--- src/rtl/serial_subtractor_if.sv ---
// Operand/result bus for serial_subtractor: one valid/ready channel in, one out.
// A transfer happens on a rising clk edge where valid && ready; the sender holds
// its payload stable while valid is high and ready is low.
interface serial_subtractor_if #(
  parameter int WIDTH = 8
);
  logic             in_valid;
  logic             in_ready;
  logic [WIDTH-1:0] a;
  logic [WIDTH-1:0] b;
  logic             bin;
  logic             out_valid;
  logic             out_ready;
  logic [WIDTH-1:0] diff;
  logic             bout;
  logic             ovf;

  modport master (
    output in_valid, a, b, bin, out_ready,
    input  in_ready, out_valid, diff, bout, ovf
  );

  modport slave (
    input  in_valid, a, b, bin, out_ready,
    output in_ready, out_valid, diff, bout, ovf
  );
endinterface

--- src/rtl/serial_subtractor.sv ---
// Multi-cycle a - b - bin: DIGIT-bit full-subtractor slices chained through a
// registered borrow, WIDTH/DIGIT cycles per operation.
module serial_subtractor #(
  parameter int WIDTH = 8,
  parameter int DIGIT = 1
) (
  input  logic                  clk,
  input  logic                  rst_n,
  serial_subtractor_if.slave    bus,
  output logic [1:0]            dbg_state
);
  localparam int STEPS = WIDTH / DIGIT;
  localparam int CW    = $clog2(STEPS + 1);

  typedef enum logic [1:0] {
    IDLE = 2'd0,
    BUSY = 2'd1,
    DONE = 2'd2
  } state_t;

  state_t           state;
  state_t           state_nxt;
  logic [WIDTH-1:0] a_sh;
  logic [WIDTH-1:0] b_sh;
  logic [WIDTH-1:0] res;
  logic [WIDTH-1:0] diff_q;
  logic             borrow;
  logic             a_msb;
  logic             b_msb;
  logic             bout_q;
  logic             ovf_q;
  logic [CW-1:0]    count;
  logic [DIGIT:0]   dig;
  logic [WIDTH+DIGIT-1:0] res_cat;
  logic [WIDTH-1:0] res_nxt;
  logic             accept;
  logic             last_step;
  logic             in_ready_c;
  logic             out_valid_c;

  // One digit slice: the extra MSB of the difference is the borrow out.
  always_comb begin
    dig     = {1'b0, a_sh[DIGIT-1:0]} - {1'b0, b_sh[DIGIT-1:0]} - {{DIGIT{1'b0}}, borrow};
    res_cat = {dig[DIGIT-1:0], res};
    res_nxt = res_cat[WIDTH+DIGIT-1:DIGIT];
  end

  assign accept    = bus.in_valid && in_ready_c;
  assign last_step = (state == BUSY) && (count == CW'(STEPS - 1));

  always_ff @(posedge clk or negedge rst_n) begin
    if (!rst_n) state <= IDLE;
    else        state <= state_nxt;
  end

  always_comb begin
    state_nxt   = state;
    in_ready_c  = 1'b0;
    out_valid_c = 1'b0;
    case (state)
      IDLE: begin
        in_ready_c = 1'b1;
        if (bus.in_valid) state_nxt = BUSY;
      end
      BUSY: begin
        if (count == CW'(STEPS - 1)) state_nxt = DONE;
      end
      DONE: begin
        out_valid_c = 1'b1;
        if (bus.out_ready) state_nxt = IDLE;
      end
      default: state_nxt = IDLE;
    endcase
  end

  always_ff @(posedge clk or negedge rst_n) begin
    if (!rst_n) begin
      a_sh   <= '0;
      b_sh   <= '0;
      res    <= '0;
      borrow <= 1'b0;
      a_msb  <= 1'b0;
      b_msb  <= 1'b0;
      count  <= '0;
    end else if (accept) begin
      a_sh   <= bus.a;
      b_sh   <= bus.b;
      res    <= '0;
      borrow <= bus.bin;
      a_msb  <= bus.a[WIDTH-1];
      b_msb  <= bus.b[WIDTH-1];
      count  <= '0;
    end else if (state == BUSY) begin
      a_sh   <= a_sh >> DIGIT;
      b_sh   <= b_sh >> DIGIT;
      res    <= res_nxt;
      borrow <= dig[DIGIT];
      count  <= count + CW'(1);
    end
  end

  // Visible result is latched only on the final slice so it holds through
  // backpressure and after the handshake until the next operation completes.
  always_ff @(posedge clk or negedge rst_n) begin
    if (!rst_n) begin
      diff_q <= '0;
      bout_q <= 1'b0;
      ovf_q  <= 1'b0;
    end else if (last_step) begin
      diff_q <= res_nxt;
      bout_q <= dig[DIGIT];
      ovf_q  <= (a_msb ^ b_msb) & (a_msb ^ res_nxt[WIDTH-1]);
    end
  end

  assign bus.in_ready  = in_ready_c;
  assign bus.out_valid = out_valid_c;
  assign bus.diff      = diff_q;
  assign bus.bout      = bout_q;
  assign bus.ovf       = ovf_q;
  assign dbg_state     = state;
endmodule

--- src/flat_wrapper.sv ---
// flat-port wrapper written by rule: the top's interface ports become plain ports
module serial_subtractor_flat 
#(
  parameter int WIDTH = 8,
  parameter int DIGIT = 1
)
  (clk, rst_n, dbg_state, bus_in_valid, bus_a, bus_b, bus_bin, bus_out_ready, bus_in_ready, bus_out_valid, bus_diff, bus_bout, bus_ovf);
  serial_subtractor_if #(.WIDTH(WIDTH)) bus_i ();
  input  logic clk;
  input  logic rst_n;
  output logic [1:0] dbg_state;
  input wire logic [$bits(bus_i.in_valid)-1:0] bus_in_valid;
  input wire logic [$bits(bus_i.a)-1:0] bus_a;
  input wire logic [$bits(bus_i.b)-1:0] bus_b;
  input wire logic [$bits(bus_i.bin)-1:0] bus_bin;
  input wire logic [$bits(bus_i.out_ready)-1:0] bus_out_ready;
  output wire logic [$bits(bus_i.in_ready)-1:0] bus_in_ready;
  output wire logic [$bits(bus_i.out_valid)-1:0] bus_out_valid;
  output wire logic [$bits(bus_i.diff)-1:0] bus_diff;
  output wire logic [$bits(bus_i.bout)-1:0] bus_bout;
  output wire logic [$bits(bus_i.ovf)-1:0] bus_ovf;
  assign bus_i.in_valid = bus_in_valid;
  assign bus_i.a = bus_a;
  assign bus_i.b = bus_b;
  assign bus_i.bin = bus_bin;
  assign bus_i.out_ready = bus_out_ready;
  assign bus_in_ready = bus_i.in_ready;
  assign bus_out_valid = bus_i.out_valid;
  assign bus_diff = bus_i.diff;
  assign bus_bout = bus_i.bout;
  assign bus_ovf = bus_i.ovf;
  serial_subtractor #(.WIDTH(WIDTH), .DIGIT(DIGIT)) u_core (.clk(clk), .rst_n(rst_n), .bus(bus_i), .dbg_state(dbg_state));
endmodule
--- config.mk ---
export PLATFORM = sky130hd
export DESIGN_NAME = serial_subtractor_flat
export DESIGN_NICKNAME = d
export VERILOG_FILES = /design/src/rtl/serial_subtractor_if.sv /design/src/rtl/serial_subtractor.sv /design/src/flat_wrapper.sv
export SDC_FILE = /design/constraint.sdc
export NUM_CORES = 1
export LEC_CHECK = 0
export CORE_ASPECT_RATIO = 1.75
export CORE_UTILIZATION = 30
export DETAILED_ROUTE_END_ITERATION = 7
export GPL_TIMING_DRIVEN = 0
export PLACE_DENSITY = 0.58
export RECOVER_POWER = 25
export SLEW_MARGIN = 30
export SYNTH_ARGS = -nofsm -noshare
export SYNTH_HDL_FRONTEND = slang
export SYNTH_SLANG_ARGS = --single-unit
--- constraint.sdc ---
create_clock -name clk -period 4 [get_ports clk]
set_input_delay 0.8 -clock clk [delete_from_list [all_inputs] [get_ports clk]]
set_output_delay 0.8 -clock clk [all_outputs]
set_load 0.005 [all_outputs]
==> metrics.txt <==
Crit. End Element=primary output; total of max-cap violations=0; Setup Viol. Count Final=0; Synthesis Warnings=0; clk_lat worst skew=0.29 ns; startpoint types=register; Final Max Tran Viols=0; Final Wtd Congestion=0.730; VDD IR max=0.281 mV; vias=1301; clk_skew=0.00359 ns; Resized cells post-CTS=0; period utilization=58.3%; post-synthesis sequential area ratio=57.2%; Hold Crit Class=register to register; Synth area leaders=dfrtp_1 57%, nand2_1 12%, mux2_4 6.5%; number of global-route vias before repair=1307; Final nets=232; syn_area_per_cell=11.0 um^2; crit path time final=2.33 ns; largest area contributor in the netlist=dfrtp_1; ANT cells=0; DP Cell Count=280; Non-Filler Instances=288; Final ANT Viol Nets=0; final hold vios=0; hold buffers post-CTS=0; metal2 WL=1850 um; routed wire length on met3=120 um; core area=0.00588 mm^2; Power, Total=0.00169 W; WP data required=3.20 ns; Worst Reg2Reg Path Length in Cells=4; Max-Slew Margin vs Limit=22.7%; Reg clk slew, reported paths=0.08 ns; I/O Buffers=34; measured slew at the worst slew-check pin=1.16 ns; total wire length=3560 um; post-DR wirelength/cell=12.4 um; Min-Delay Path Depth=2; FMAX=0.429 GHz; setup tns final=0 ns; Top Layer Used=met4; #FFs+latches synth=42; GRT Resource Usage Total=12.8%; share of cells above drive strength 1=14.3%; WHS=0.478 ns; Row Count=37; Setup Crit Path Kind=register to primary output; CP Max Fanout=9; DRC violations left=0; H-tree level count=2; die width=61.2 um; power density over the cells=714 mW/mm^2; Mapped Area=0.00184 mm^2; Layout area overhead=28.7%; P_leak=1.13 nW; Clock Tree Buf Depth=2; initial core utilization=31.3%; die height=106 um; largest net degree at the start of global routing=23; CP arrival=1.53 ns; 1st-iter DRT viols=38; remaining global-route overflow=0; initial antenna violation count=0; met1 WL=1530 um; I/O pins=35; RSZ-0062 raised after global routing=no; Post-Syn Instances=167; status=complete, no violations; Num CTS Buffers=5; post-detail-place hpwl=2600 um; post-synth cell types=29; drt first pass iters=4; die area=0.00646 mm^2; post-synth top area share=57.2%; post-CTS setup buffers=0; root buf cell=clkbuf_8; global-route wire length before repair=6190 um; CTS Sinks=42; post-DR vias/cell=4.52; post-synthesis net count=190; CTS tree=yes
[layer usage]
metal / global-route usage, % / up-vias
li1: - / 642
met1: 16.5 / 628
met2: 20.3 / 27
met3: 3.31 / 4
met4: 4.38 / 0
met5: 0 / -
[final timing paths]
path                                     start            endpoint  slack, ns
setup / recovery           u_core.dbg_state[1]       bus_out_valid       1.67
hold / removal                  u_core.b_sh[0]      u_core.b_sh[0]       0.48
setup reg to reg           u_core.dbg_state[1]  u_core.bus.diff[7]       2.49
hold reg to reg                 u_core.b_sh[0]      u_core.b_sh[0]       0.48
max in group asynchronous                rst_n       u_core.borrow       1.69
min in group asynchronous                rst_n       u_core.res[1]       0.72
[cell families (layout without fill, tap and decap cells)]
family                     Yosys count  after routing  share of synthesized area (%)
buffers and inverters               13             56                           4.36
and+or+nand+nor                     77             77                           19.5
AOI/OAI and AO/OA                   22             22                           8.92
muxes                               11             11                           8.24
adders and majority gates            2              2                           1.77
DFF                                 42             42                           57.2
[metrics by stage]
| stage | worst slack [ns] | util [%] | area (um^2) |
|---|---|---|---|
| floorplan | 2.45 | - | 1840 |
| global placement | 1.01 | 38.7 | 2280 |
| detailed placement | 1.75 | 39.1 | 2300 |
| CTS | 1.63 | 40.6 | 2390 |
| global route | 1.26 | 40.2 | 2360 |
| finish | 1.67 | 40.2 | 2360 |
[area by class of cell]
class | instances | area [um^2]
Clock inverter | 1 | 5.00
Timing Repair Buffer | 35 | 338
Buffer | 9 | 65.1
Tap cell | 78 | 97.6
Clock buffer | 7 | 86.3
Multi-Input combinational cell | 112 | 707
Inverter | 4 | 15.0
Fill cell | 590 | 3510
Sequential cell | 42 | 1050
[synth_stat cells]
master	number
a21o_1	1
a221o_1	1
a22o_1	1
a22oi_1	14
buf_2	3
buf_4	3
buf_6	2
clkbuf_2	1
dfrtp_1	42
fa_1	1
ha_1	1
inv_1	4
mux2_2	1
mux2_4	8
mux2i_1	2
nand2_1	57
nand2b_1	1
nand2b_4	1
nand3_1	9
nand3b_1	1
nand4_1	1
nor2_1	2
nor2b_1	2
nor3_4	1
nor3b_4	1
o21ai_0	3
o21bai_2	1
o22ai_1	1
or3b_4	1
[state kept, by name (all words and copies together), names as in the netlist]
signal	cells
u_core.bus.bout	1
u_core.dbg_state	2
u_core.count	4
u_core.a_msb	1
u_core.borrow	1
u_core.bus.diff	8
u_core.bus.ovf	1
u_core.a_sh	8
u_core.b_msb	1
u_core.res	7
u_core.b_sh	8
[worst max-delay path: stages (launching register included)]
cell and delay (ns):
dfrtp_1 0.52, nor2b_1 0.21, clkdlybuf4s50_1 0.52
[report_power, final]
group	total [W]	switching [W]	leakage (nW)	internal, W
Sequential	0.000728	0.000118	0.531	0.000610
Combinational	0.000685	0.000315	0.547	0.000370
Clock	0.000275	0.000136	0.0482	0.000139
Total	0.00169	0.000568	1.13	0.00112
[layout by cell type, fill, tap and decap left out, types with 2 or more instances in the layout]
cell type	n
nand2_1	57
inv_1	4
clkbuf_8	6
a22oi_1	14
nand3_1	9
clkdlybuf4s50_1	33
buf_2	3
clkbuf_1	3
buf_6	2
dfrtp_1	42
mux2_4	8
nor2b_1	2
buf_4	3
o21ai_0	3
nor2_1	2
mux2i_1	2
Power figures use the tool's default switching activity.
